File: src/rtl/ws2812_rx_if.sv
// ws2812_rx_if: receiver output bundle (pixel stream, frame mirror, status strobes).
//   master : driven by ws2812_rx
//   slave  : consumer view
//   pixel_data/pixel_valid/pixel_index : per-pixel stream, {G,R,B}
//   packed_rgb_data                    : frame mirror, pixel i at [24*i +: 24]
//   frame_done/frame_pixels            : latch strobe and pixel count of that frame
//   overflow/err                       : status strobes
interface ws2812_rx_if #(
    parameter int unsigned NUM_LEDS = 16
);
    logic [23:0]             pixel_data;
    logic                    pixel_valid;
    logic [7:0]              pixel_index;
    logic [24*NUM_LEDS-1:0]  packed_rgb_data;
    logic                    frame_done;
    logic [7:0]              frame_pixels;
    logic                    overflow;
    logic                    err;

    modport master (
        output pixel_data, pixel_valid, pixel_index, packed_rgb_data,
        output frame_done, frame_pixels, overflow, err
    );

    modport slave (
        input pixel_data, pixel_valid, pixel_index, packed_rgb_data,
        input frame_done, frame_pixels, overflow, err
    );
endinterface

File: src/rtl/ws2812_rx.sv
// ws2812_rx: oversampling WS2812 line receiver. Classifies each high pulse as a
// 0/1 bit, assembles 24-bit GRB pixels and mirrors the frame into a packed bus.
//   clk   : system clock, all logic on posedge
//   reset : synchronous, active-high
//   din   : asynchronous WS2812 data line
//   rx    : output bundle (ws2812_rx_if.master)
module ws2812_rx #(
    parameter int unsigned NUM_LEDS   = 16,
    parameter int unsigned CLK_MHZ    = 12,
    parameter int unsigned THRESH_NS  = 550,
    parameter int unsigned RESET_US   = 50,
    parameter int unsigned MAXHIGH_US = 5
) (
    input  logic        clk,
    input  logic        reset,
    input  logic        din,
    ws2812_rx_if.master rx
);

    localparam int unsigned THRESH_CYC  = CLK_MHZ * THRESH_NS / 1000;
    localparam int unsigned RESET_CYC   = CLK_MHZ * RESET_US;
    localparam int unsigned MAXHIGH_CYC = CLK_MHZ * MAXHIGH_US;
    localparam int unsigned CNT_W       = 16;
    localparam int unsigned PIX_W       = 24;

    localparam logic [CNT_W-1:0] THRESH_C  = CNT_W'(THRESH_CYC);
    localparam logic [CNT_W-1:0] RESET_C   = CNT_W'(RESET_CYC);
    localparam logic [CNT_W-1:0] MAXHIGH_C = CNT_W'(MAXHIGH_CYC);
    localparam logic [CNT_W-1:0] CNT_MAX   = '1;
    localparam logic [7:0]       NUM_C     = 8'(NUM_LEDS);

    typedef enum logic [1:0] {
        S_SYNC = 2'd0,
        S_IDLE = 2'd1,
        S_HIGH = 2'd2
    } state_t;

    state_t state, state_n;

    logic sync1, sync2, lvl, rise, fall;

    logic [CNT_W-1:0] high_cnt, high_n, low_cnt, low_n;
    logic [4:0]       bit_cnt, bit_n;
    logic [7:0]       pix_cnt, pix_n;
    logic [PIX_W-1:0] shift, shift_n;

    logic px_done_c, latch_c, partial_c, fault_c;
    logic [CNT_W-1:0] high_inc_c, low_inc_c;
    logic             bit_val_c;

    logic [PIX_W-1:0]          pixel_data_q;
    logic                      pixel_valid_q;
    logic [7:0]                pixel_index_q;
    logic [PIX_W*NUM_LEDS-1:0] packed_q;
    logic                      frame_done_q;
    logic [7:0]                frame_pixels_q;
    logic                      overflow_q;
    logic                      err_q;

    // Two-flop synchronizer followed by registered edge detection.
    always_ff @(posedge clk) begin
        if (reset) begin
            sync1 <= 1'b0;
            sync2 <= 1'b0;
            lvl   <= 1'b0;
            rise  <= 1'b0;
            fall  <= 1'b0;
        end else begin
            sync1 <= din;
            sync2 <= sync1;
            lvl   <= sync2;
            rise  <= sync2 & ~lvl;
            fall  <= ~sync2 & lvl;
        end
    end

    // State register.
    always_ff @(posedge clk) begin
        if (reset) state <= S_SYNC;
        else       state <= state_n;
    end

    // Next state, counter updates and strobe decisions.
    always_comb begin
        state_n    = state;
        high_n     = high_cnt;
        low_n      = low_cnt;
        bit_n      = bit_cnt;
        pix_n      = pix_cnt;
        shift_n    = shift;
        px_done_c  = 1'b0;
        latch_c    = 1'b0;
        partial_c  = 1'b0;
        fault_c    = 1'b0;
        bit_val_c  = (high_cnt > THRESH_C);
        high_inc_c = (high_cnt == CNT_MAX) ? high_cnt : high_cnt + CNT_W'(1);
        low_inc_c  = (low_cnt == CNT_MAX) ? low_cnt : low_cnt + CNT_W'(1);

        case (state)
            S_SYNC: begin
                if (lvl) begin
                    low_n = '0;
                end else begin
                    low_n = low_inc_c;
                    if (low_inc_c == RESET_C) begin
                        state_n = S_IDLE;
                        bit_n   = '0;
                        pix_n   = '0;
                    end
                end
            end
            S_IDLE: begin
                if (rise) begin
                    state_n = S_HIGH;
                    high_n  = CNT_W'(1);
                    low_n   = '0;
                end else begin
                    low_n = low_inc_c;
                    // Equality against the saturating count fires once per gap.
                    if (low_inc_c == RESET_C && (pix_cnt != 8'd0 || bit_cnt != 5'd0)) begin
                        latch_c   = 1'b1;
                        partial_c = (bit_cnt != 5'd0);
                        bit_n     = '0;
                        pix_n     = '0;
                    end
                end
            end
            S_HIGH: begin
                if (fall) begin
                    state_n = S_IDLE;
                    low_n   = CNT_W'(1);
                    shift_n = {shift[PIX_W-2:0], bit_val_c};
                    if (bit_cnt == 5'd23) begin
                        bit_n     = '0;
                        px_done_c = 1'b1;
                        pix_n     = (pix_cnt == 8'hFF) ? pix_cnt : pix_cnt + 8'd1;
                    end else begin
                        bit_n = bit_cnt + 5'd1;
                    end
                end else begin
                    high_n = high_inc_c;
                    if (high_inc_c == MAXHIGH_C) begin
                        fault_c = 1'b1;
                        state_n = S_SYNC;
                        bit_n   = '0;
                        pix_n   = '0;
                        low_n   = '0;
                    end
                end
            end
            default: begin
                state_n = S_SYNC;
                bit_n   = '0;
                pix_n   = '0;
                low_n   = '0;
            end
        endcase
    end

    // Datapath and registered outputs.
    always_ff @(posedge clk) begin
        if (reset) begin
            high_cnt       <= '0;
            low_cnt        <= '0;
            bit_cnt        <= '0;
            pix_cnt        <= '0;
            shift          <= '0;
            pixel_data_q   <= '0;
            pixel_valid_q  <= 1'b0;
            pixel_index_q  <= '0;
            packed_q       <= '0;
            frame_done_q   <= 1'b0;
            frame_pixels_q <= '0;
            overflow_q     <= 1'b0;
            err_q          <= 1'b0;
        end else begin
            high_cnt      <= high_n;
            low_cnt       <= low_n;
            bit_cnt       <= bit_n;
            pix_cnt       <= pix_n;
            shift         <= shift_n;
            pixel_valid_q <= px_done_c;
            frame_done_q  <= latch_c;
            overflow_q    <= px_done_c && (pix_cnt >= NUM_C);
            err_q         <= fault_c | (latch_c & partial_c);
            if (px_done_c) begin
                pixel_data_q  <= shift_n;
                pixel_index_q <= pix_cnt;
            end
            if (latch_c) begin
                frame_pixels_q <= pix_cnt;
            end
            // Only in-range slots are written; others keep last frame's value.
            for (int i = 0; i < int'(NUM_LEDS); i++) begin
                if (px_done_c && pix_cnt == 8'(i)) begin
                    packed_q[PIX_W*i +: PIX_W] <= shift_n;
                end
            end
        end
    end

    assign rx.pixel_data      = pixel_data_q;
    assign rx.pixel_valid     = pixel_valid_q;
    assign rx.pixel_index     = pixel_index_q;
    assign rx.packed_rgb_data = packed_q;
    assign rx.frame_done      = frame_done_q;
    assign rx.frame_pixels    = frame_pixels_q;
    assign rx.overflow        = overflow_q;
    assign rx.err             = err_q;

endmodule

File: src/flat_wrapper.sv
// flat-port wrapper written by rule: the top's interface ports become plain ports
module ws2812_rx_flat 
#(
    parameter int unsigned NUM_LEDS   = 16,
    parameter int unsigned CLK_MHZ    = 12,
    parameter int unsigned THRESH_NS  = 550,
    parameter int unsigned RESET_US   = 50,
    parameter int unsigned MAXHIGH_US = 5
)
  (clk, reset, din, rx_pixel_data, rx_pixel_valid, rx_pixel_index, rx_packed_rgb_data, rx_frame_done, rx_frame_pixels, rx_overflow, rx_err);
  ws2812_rx_if #(.NUM_LEDS(NUM_LEDS)) rx_i ();
  input  logic clk;
  input  logic reset;
  input  logic din;
  output wire logic [$bits(rx_i.pixel_data)-1:0] rx_pixel_data;
  output wire logic [$bits(rx_i.pixel_valid)-1:0] rx_pixel_valid;
  output wire logic [$bits(rx_i.pixel_index)-1:0] rx_pixel_index;
  output wire logic [$bits(rx_i.packed_rgb_data)-1:0] rx_packed_rgb_data;
  output wire logic [$bits(rx_i.frame_done)-1:0] rx_frame_done;
  output wire logic [$bits(rx_i.frame_pixels)-1:0] rx_frame_pixels;
  output wire logic [$bits(rx_i.overflow)-1:0] rx_overflow;
  output wire logic [$bits(rx_i.err)-1:0] rx_err;
  assign rx_pixel_data = rx_i.pixel_data;
  assign rx_pixel_valid = rx_i.pixel_valid;
  assign rx_pixel_index = rx_i.pixel_index;
  assign rx_packed_rgb_data = rx_i.packed_rgb_data;
  assign rx_frame_done = rx_i.frame_done;
  assign rx_frame_pixels = rx_i.frame_pixels;
  assign rx_overflow = rx_i.overflow;
  assign rx_err = rx_i.err;
  ws2812_rx #(.NUM_LEDS(NUM_LEDS), .CLK_MHZ(CLK_MHZ), .THRESH_NS(THRESH_NS), .RESET_US(RESET_US), .MAXHIGH_US(MAXHIGH_US)) u_core (.clk(clk), .reset(reset), .din(din), .rx(rx_i));
endmodule
File: config.mk
export PLATFORM = sky130hd
export DESIGN_NAME = ws2812_rx_flat
export DESIGN_NICKNAME = d
export VERILOG_FILES = /design/src/rtl/ws2812_rx_if.sv /design/src/rtl/ws2812_rx.sv /design/src/flat_wrapper.sv
export SDC_FILE = /design/constraint.sdc
export NUM_CORES = 1
export LEC_CHECK = 0
export CAP_MARGIN = 10
export CORE_MARGIN = 2
export CORE_UTILIZATION = 35
export DETAILED_ROUTE_END_ITERATION = 6
export PLACE_DENSITY = 0.56
export SLEW_MARGIN = 20
export SYNTH_ARGS = -nofsm -noshare
export SYNTH_HDL_FRONTEND = slang
export SYNTH_SLANG_ARGS = --single-unit
File: constraint.sdc
create_clock -name clk -period 3.6 [get_ports clk]
set_input_delay 0.36 -clock clk [delete_from_list [all_inputs] [get_ports clk]]
set_output_delay 0.36 -clock clk [all_outputs]
set_load 0.02 [all_outputs]
After elaboration in Yosys (flattened, before gate mapping)
Index checks and enable logic that the tools add are counted.

word-level totals
  input port bits = 3
  logic and storage cells = 153
  output and inout port bits = 428
  flip-flop bits (word level) = 504

cells by class
  mux-type cells = 47
  eq/ne operators = 32
  reduce and logical (&&, ||, !) cells = 28
  bitwise logic cells = 6
  add/subtract/negate cells = 4
  order comparisons = 2

operator list
  cell                                                                                 number
  16-bit 2-to-1 mux                                                                    8
  8-bit by 4-bit == test with 1-bit output, second input constant                      8
  8-bit 2-to-1 mux                                                                     8
  24-bit 2-to-1 mux                                                                    2
  16-bit one-hot mux with 3 select lines                                               1
  5-bit 2-to-1 mux                                                                     7
  16-bit by 1-bit adder with 16-bit output, second input constant                      2
  16-bit == test, second input constant                                                2
  8-bit by 3-bit == test with 1-bit output, second input constant                      4
  16-bit one-hot mux with 2 select lines                                               1
  8-bit one-hot mux with 3 select lines                                                1
  1-bit logical AND                                                                    18
  16-bit by 10-bit == test with 1-bit output, second input constant                    1
  16-bit by 6-bit == test with 1-bit output, second input constant                     1
  8-bit by 2-bit == test with 1-bit output, second input constant                      2
  16-bit by 3-bit > comparator with 1-bit output, second input constant                1
  5-bit one-hot mux with 3 select lines                                                1
  1-bit 2-to-1 mux                                                                     12
  2-bit 2-to-1 mux                                                                     5
  8-bit by 1-bit adder with 8-bit output, second input constant                        1
  8-bit by 1-bit == test with 1-bit output, second input constant                      1
  8-bit == test, second input constant                                                 1
  8-bit by 5-bit greater-or-equal comparator with 1-bit output, second input constant  1
  8-bit logical NOT                                                                    1
  other kinds (21)                                                                     29

Depth between registers and ports, before layout
Gate-level depths: netlist (run 1).

  word-level depth = 9
  gate-level depth with buffers = 11
  depth with buffers taken out = 9

Worst setup path after synthesis (run 1)
Ideal clock, no wire load.

  path kind = reg2reg
  start = register u_core.high_cnt[1]
  end = register u_core.low_cnt[11]
  buffers on the path = 1
  required time = 3,530 ps
  period minus slack after synthesis = 2,946 ps
  arrival = 2,876 ps
  cell stages (with the launch flop) = 11
  slack = 654 ps
  cell sequence = dfxtp_1 -> ha_1 -> nand4_1 -> buf_4 -> nor4_1 -> mux2_2 -> nor4_1 -> and4_4 -> nor2_2 -> or4_1 -> a21oi_1

on the way
  cells in the longest elaborated chain, start to end = 4
  elaborated cells between the ends (all ways) = 5
  classes of those cells = add/sub: 1; eq/ne: 3; mux: 1

RTL lines
  what                                                                               RTL line          text
  from (decl)                                                                        ws2812_rx.sv:42   logic [CNT_W-1:0] high_cnt, high_n, low_cnt, low_n;
  from (signal assigned)                                                             ws2812_rx.sv:177  high_cnt <= high_n;
  16-bit by 1-bit adder with 16-bit output / 16-bit == test (equally long branches)  ws2812_rx.sv:96   high_inc_c = (high_cnt == CNT_MAX) ? high_cnt : high_cnt + CNT_W'(1);
  16-bit 2-to-1 mux *                                                                ws2812_rx.sv:96
  16-bit by 6-bit == test with 1-bit output *                                        ws2812_rx.sv:142  if (high_inc_c == MAXHIGH_C) begin
  3-bit by 1-bit != test with 1-bit output (no line) *                               -
  to (signal assigned)                                                               ws2812_rx.sv:178  low_cnt <= low_n;
  to (decl)                                                                          ws2812_rx.sv:42

Every way passes the cells marked *; elsewhere a longest branch is shown, timed or not.
A chain may end at the register's enable or synchronous reset.

Worst setup path after layout (run 1)
  start = register u_core.high_cnt[1]
  end = register u_core.bit_cnt[3]

on the way
  cells in the longest elaborated chain, start to end = 5
  elaborated cells between the ends (all ways) = 6
  classes of those cells = add/sub: 1; eq/ne: 3; mux: 1; reduce/logical: 1

RTL lines
  what                                                                               RTL line          text
  16-bit by 1-bit adder with 16-bit output / 16-bit == test (equally long branches)  ws2812_rx.sv:96
  16-bit 2-to-1 mux *                                                                ws2812_rx.sv:96
  16-bit by 6-bit == test with 1-bit output *                                        ws2812_rx.sv:142
  3-bit by 1-bit != test with 1-bit output (no line) *                               -
  5-bit AND reduction (no line) *                                                    -
  to (signal assigned)                                                               ws2812_rx.sv:179  bit_cnt <= bit_n;
  to (decl)                                                                          ws2812_rx.sv:43   logic [4:0] bit_cnt, bit_n;

Marks and branches as above.

==> results of run 1 <==
critical path, delay by kind of cell, from the launching register on:
| kind | cells | cell delay (ns) |
|---|---|---|
| adders and majority gates | 1 | 0.32 |
| DFF | 1 | 0.45 |
| muxes | 1 | 0.32 |
| and+or+nand+nor | 5 | 1.58 |
| AOI/OAI and AO/OA | 2 | 0.32 |
| buffers and inverters | 1 | 0.21 |
final cells by class:
cell class / count / area [sq um]
Fill cell: 4988 / 27000
Sequential cell: 504 / 10100
Multi-Input combinational cell: 1430 / 8040
Timing Repair Buffer: 497 / 4940
Clock buffer: 90 / 1630
Tap cell: 688 / 861
Clock inverter: 9 / 141
Inverter: 18 / 67.6
registers in the layout, summed over array words and instances, names as in the netlist, 2 cells and up:
register                   cells
u_core.rx.pixel_index          8
u_core.bit_cnt                 5
u_core.rx.packed_rgb_data    384
u_core.high_cnt               16
u_core.rx.pixel_data          24
u_core.shift                  24
u_core.rx.frame_pixels         8
u_core.pix_cnt                 8
u_core.state                   2
u_core.low_cnt                16
stage by stage:
stage,area (sq um),setup slack (ns),hold WS [ns]
final,25800,0.303,0.262
after detailed placement,24000,0.153,0.411
after floorplan,18800,0.654,0.390
after global placement,24000,0.273,0.407
after CTS,25800,0.127,0.278
after global routing,25800,0.0133,0.306
power by group through the flow:
stage               logic, mW  registers [mW]  clock network, mW
detailed placement      0.360            5.74                  0
CTS                     0.361            5.62               5.68
global placement        0.361            5.74                  0
global route            0.398            5.62               5.90
finish                  0.359            5.62               5.54
floorplan               0.268            5.73                  0
final timing paths:
kind | from | endpoint | slack (ns) | depth (start not counted)
worst max-delay path | u_core.high_cnt[1]$_SDFFE_PP0P_ | u_core.bit_cnt[3]$_SDFFE_PP0P_ | 0.30 | 10
worst min-delay path | reset | u_core.rx.frame_pixels[4]$_SDFFE_PP0P_ | 0.26 | 2
worst max register to register | u_core.high_cnt[1]$_SDFFE_PP0P_ | u_core.bit_cnt[3]$_SDFFE_PP0P_ | 0.30 | 10
worst min register to register | u_core.sync2$_SDFF_PP0_ | u_core.fall$_SDFF_PP0_ | 0.42 | 1
routing by layer:
layer / up-vias / GRT usage / part of all wire
li1: 8183 / - / -
met1: 8056 / 0.291 / 0.41
met2: 453 / 0.407 / 0.50
met3: 100 / 0.0529 / 0.058
met4: 0 / 0.0807 / 0.034
met5: - / 0 / 0
kinds of logic (layout without fill, tap and decap cells):
| group | Yosys count | in the layout | share of synthesized area |
|---|---|---|---|
| and+or+nand+nor | 827 | 827 | 0.190 |
| AOI/OAI and AO/OA | 539 | 539 | 0.190 |
| DFF | 504 | 504 | 0.538 |
| buffers and inverters | 221 | 614 | 0.0468 |
| muxes | 46 | 46 | 0.0249 |
| adders and majority gates | 13 | 13 | 0.00867 |
| xor gates and xnor gates | 5 | 5 | 0.00234 |
placed cells by master (no fill, tap or decap), types with 9 or more instances in the layout:
master	count
a211oi_1	281
a21oi_1	177
buf_12	10
buf_4	57
clkbuf_1	23
clkbuf_16	55
clkbuf_8	12
clkdlybuf4s50_1	429
dfxtp_1	504
ha_1	13
inv_1	18
mux2i_1	21
mux2i_2	14
mux2i_4	9
nand2_1	91
nand3_1	31
nand4_1	25
nor2_1	566
nor2_4	9
nor3_1	23
nor4_1	11
o21ai_0	38
==> summary.md, run 1 <==
| Metric | Value |
|---|---|
| Top cells by area, synth | dfxtp_1 (54%), nor2_1 (12%), a211oi_1 (11%), a21oi_1 (4.7%), clkbuf_1 (3.1%) |
| Clk pwr share | 0.481 |
| CP max stage delay | 0.51 ns |
| First-pass GRT wire length | 102000 um |
| Ys Warns | 0 |
| Setup Skew | 0.0202 ns |
| Sequential share of the synthesized area | 0.538 |
| Post-Synthesis Cell Area | around 19000 sq um |
| Worst EP required | 4.12 ns |
| DRC errors left | 0 |
| Fraction of layout cells with a size suffix above 1 | 0.0801 |
| Ys async rst share | 0 |
| Setup tns final | 0 ns |
| Final period util | 0.916 |
| Slew HR | 0.295 |
| Achievable frequency | 0.303 GHz |
| Critical path, cell by cell | ha_1, nand4_1, buf_4, or2_1, mux2_4, nor4_2, and4_4, o211ai_4, or4_1, a21oi_1 |
| Power Total | 11.5 mW |
| # diodes | 0 |
| CTS max path bufs | 3 |
| Placer Congestion | 0.821 |
| Initial antenna violation count | 0 |
| Pwr Density | 447 nW/um^2 |
| Fin. Hold Viols | 0 |
| Period minus WS final | 3.30 ns |
| Die height | 235 um |
| Placed cells | approximately 3100 |
| Number of routed nets with antenna violations | 0 |
| Area leader, netlist | dfxtp_1 |
| Max-slew violations | 0 |
| Cell variety after synth | a little under 70 |
| Synthesized area per cell | 8.70 sq um |
| Sw frac | 0.225 |
| Final setup viols | 0 |
| CTS Sinks | 504 |
| Main flop type after synthesis | dfxtp_1 |
| PortBufs | 430 |
| Most frequent cell after synthesis | nor2_1 |
| Worst-path fanout max | 16 |
| Num CTS Buffers | 55 |
| Crit start category | flop |
| Row count | 84 |
| Pleak | between 8 and 9 nW |
| # IOs | 431 |
| CTS clk-pin slew, worst paths | 0.06 ns |
| Die ar. | between 50000 and 60000 sq um |
| Max-cap violations | 0 |
| Worst Tran Pin Value | 1.05 ns |
| CP endpoint kind | flop |
| 1st-pass router iterations | 7 |
| Register share of total power | 0.488 |
| Cts hold-fix bufs | 0 |
| Post-synth net total | approximately 2200 |
| Via Count | 16800 |
| Wire per inst | 20.7 um |
| CTS resizes | 0 |
| Share of the synthesized area in the top cell type | 0.538 |
| Status | completed |
| Synth-to-layout area growth | 37.4% |
| Critical-path cell with the highest stage delay | or4_1 |
| Syn Inst Count | 2155 |
| Core footprint | 52800 sq um |
| Vias in the first global route | 15800 |
| Final non-filler cell total | 3236 |
| Nets | 2522 |
| DR iter-0 viols | 1028 |
| Vias per std cell | around 5.2 |
| Htree depth | 2 |
| Synth top cells by count | nor2_1 (575), dfxtp_1 (504), a211oi_1 (281), a21oi_1 (177), clkbuf_1 (155) |
| CTS tree | yes |
| Overall routing resource usage | 0.236 |
| Starting Density | 0.355 |
| WP data arrival | 3.82 ns |
| Net switching power figure | 2.59 mW |
| Comb pwr share | 0.031 |
| Postcts setup bufs | 0 |
| Worst VDD drop | 400 uV |
| Crit Path Class | reg -> reg |
| DIE WIDTH | about 240 um |
| RSZ-0062 raised after global routing | false |
| DRT Wirelength | between 60000 and 70000 um |
| Core Util, Final | 0.488 |
| Grt total ovfl | 0 |
| Seq cells post-synth | around 500 |
| Hold WC Path Type | in -> reg |
| CTS Root Cell | clkbuf_16 |
| Largest net degree at the start of global routing | 123 |
| Dpl hpwl | 46100 um |
| Worst skew pair latency | around 0.61 ns |
| Number of enable flip-flop cells after synthesis | 0 |
| Internal power | 8.93 mW |
Power figures use the tool's default switching activity.
==> run 2, diff against run 1 <==
CORE_MARGIN = 4   (was 2)
HOLD_SLACK_MARGIN = 0.02   (was not set)
clock period = 3.3 ns   (was 3.6 ns; I/O delays follow)
==> summary.md, run 2 (synthesis results as in run 1) <==
| Metric | Value |
|---|---|
| DR iter-0 viols | 1128 (was 1028) |
| Crit start category | flop (unchanged) |
| Critical-path cell with the highest stage delay | dfxtp_1 (was or4_1) |
| Setup Skew | 0.0241 ns (was 0.0202 ns) |
| First-pass GRT wire length | 102000 um (about the same) |
| RSZ-0062 raised after global routing | false (unchanged) |
| Setup tns final | 0 ns (unchanged) |
| Final period util | 0.954 (was 0.916) |
| Die height | 239 um (was 235 um) |
| Die ar. | 57300 sq um (was 55400 sq um) |
| Worst skew pair latency | 0.62 ns (was 0.61 ns) |
| Power Total | 12.7 mW (was 11.5 mW) |
| Fraction of layout cells with a size suffix above 1 | 0.0882 (was 0.0801) |
| Cts hold-fix bufs | 0 (unchanged) |
| Final non-filler cell total | 3251 (was 3236) |
| Placed cells | 3153 (was 3137) |
| Postcts setup bufs | 0 (unchanged) |
| DRC errors left | 0 (unchanged) |
| Comb pwr share | 0.032 (was 0.031) |
| WP data arrival | 3.66 ns (was 3.82 ns) |
| CTS tree | yes (unchanged) |
| Sw frac | 0.225 (about the same) |
| Critical path, cell by cell | nand3_1, nor4_1, mux2_2, nor4_1, buf_4, and4_4, nor2_2, buf_4, or3_1, a21oi_1 (was ha_1, nand4_1, buf_4, or2_1, mux2_4, nor4_2, and4_4, o211ai_4, or4_1, a21oi_1) |
| Initial antenna violation count | 0 (unchanged) |
| # IOs | 431 (unchanged) |
| Number of flip-flops in the largest register | 384 (unchanged) |
| Slew HR | 0.267 (was 0.295) |
| Vias per std cell | 5.19 (about the same) |
| DIE WIDTH | 239 um (was 235 um) |
| Worst EP required | 3.82 ns (was 4.12 ns) |
| Number of routed nets with antenna violations | 0 (unchanged) |
| Dpl hpwl | 47200 um (was 46100 um) |
| Pleak | 8.45 nW (was 8.33 nW) |
| Row count | 84 (unchanged) |
| Achievable frequency | 0.318 GHz (was 0.303 GHz) |
| Final setup viols | 0 (unchanged) |
| Core footprint | 52800 sq um (unchanged) |
| Wire per inst | 21.2 um (was 20.7 um) |
| Worst VDD drop | 366 uV (was 400 uV) |
| Placer Congestion | 0.848 (was 0.821) |
| Grt total ovfl | 0 (unchanged) |
| Worst Tran Pin Value | 1.10 ns (was 1.05 ns) |
| FILL cells | 5062 (was 4988) |
| CP endpoint kind | flop (unchanged) |
| Pwr Density | 489 nW/um^2 (was 447 nW/um^2) |
| Core Util, Final | 0.493 (was 0.488) |
| Register share of total power | 0.481 (was 0.488) |
| Via Count | 16900 (was 16800) |
| Htree depth | 2 (unchanged) |
| Overall routing resource usage | 0.230 (was 0.236) |
| CTS resizes | 0 (unchanged) |
| Crit Path Class | reg -> reg (unchanged) |
| CTS Sinks | 504 (unchanged) |
| Smallest hold slack | 0.302 ns (was 0.262 ns) |
| Status | completed (unchanged) |
| Internal power | 9.86 mW (was 8.93 mW) |
| PortBufs | 430 (unchanged) |
| 1st-pass router iterations | 5 (was 7) |
| Synth-to-layout area growth | 38.7% (was 37.4%) |
| CP max stage delay | 0.49 ns (was 0.51 ns) |
| Placed inst area | 24200 sq um (was 24000 sq um) |
| DP Worst Slack | 0.270 ns (was 0.153 ns) |
| Hold WC Path Type | in -> reg (unchanged) |
| Worst-path fanout max | 9 (was 16) |
| Nets | 2538 (was 2522) |
| Num CTS Buffers | 55 (unchanged) |
| Fin. Hold Viols | 0 (unchanged) |
| Worst setup margin | 0.152 ns (was 0.303 ns) |
| Finished Cell Area | 26000 sq um (was 25800 sq um) |
| Starting Density | 0.355 (unchanged) |
| CTS max path bufs | 3 (unchanged) |
| Max-cap violations | 0 (unchanged) |
| # diodes | 0 (unchanged) |
| Period minus WS final | 3.15 ns (was 3.30 ns) |
| Most frequent cells in the layout | nor2_1 (566), dfxtp_1 (504), clkdlybuf4s50_1 (429) (unchanged) |
| Commonest non-fill, non-tap cell in the layout | nor2_1 (unchanged) |
| DRT Wirelength | 69100 um (was 67100 um) |
| CTS clk-pin slew, worst paths | 0.07 ns (was 0.06 ns) |
| Clk pwr share | 0.487 (was 0.481) |
| Max-slew violations | 0 (unchanged) |
| Largest net degree at the start of global routing | 158 (was 123) |
| Net switching power figure | 2.87 mW (was 2.59 mW) |
| Vias in the first global route | 15700 (was 15800) |
| CTS Root Cell | clkbuf_16 (unchanged) |
==> run 2: power groups by stage <==
stage | Sequential [mW] | Combinational (mW) | Clock [mW]
detailed placement | 6.26 | 0.404 | 0
floorplan | 6.25 | 0.292 | 0
global route | 6.13 | 0.445 | 6.58
global placement | 6.26 | 0.399 | 0
CTS | 6.12 | 0.404 | 6.35
finish | 6.13 | 0.404 | 6.20
==> run 2: layout make-up <==
| cell class | count | area [sq um] | area share |
|---|---|---|---|
| tap | 688 | 861 | 0.0331 |
| clock buffer | 84 | 1630 | 0.0625 |
| sequential | 504 | 10100 | 0.388 |
| inverter | 18 | 67.6 | 0.00260 |
| clock inverter | 14 | 194 | 0.00746 |
| multi-input combinational | 1430 | 8050 | 0.309 |
| timing repair buffer | 513 | 5120 | 0.197 |
==> run 2: path summary, 6_finish.rpt <==
kind	startpoint	end	slack, ns	cells after the start
setup / recovery	u_core.high_cnt[6]$_SDFFE_PP0P_	u_core.low_cnt[6]$_SDFFE_PP0P_	0.15	10
hold / removal	din	u_core.sync1$_SDFF_PP0_	0.30	2
setup reg to reg	u_core.high_cnt[6]$_SDFFE_PP0P_	u_core.low_cnt[6]$_SDFFE_PP0P_	0.15	10
hold reg to reg	u_core.sync2$_SDFF_PP0_	u_core.fall$_SDFF_PP0_	0.45	1
==> run 2: per-layer routing <==
metal / vias up / part of all wire / wire length (um) / global-route usage
met5: - / 0 / 0 / 0
met4: 0 / 0.033 / 2300 / 0.0756
met3: 115 / 0.057 / 3910 / 0.0525
met2: 418 / 0.49 / 33600 / 0.388
met1: 8121 / 0.42 / 29300 / 0.291
li1: 8225 / - / - / -
==> run 2: worst max-delay path: cells and delay by family, from the launching register on <==
family / cells / cell delay (ns)
simple gates: 6 / 1.63
compound gates: 1 / 0.15
flops: 1 / 0.49
mux: 1 / 0.39
buf+inv: 2 / 0.38
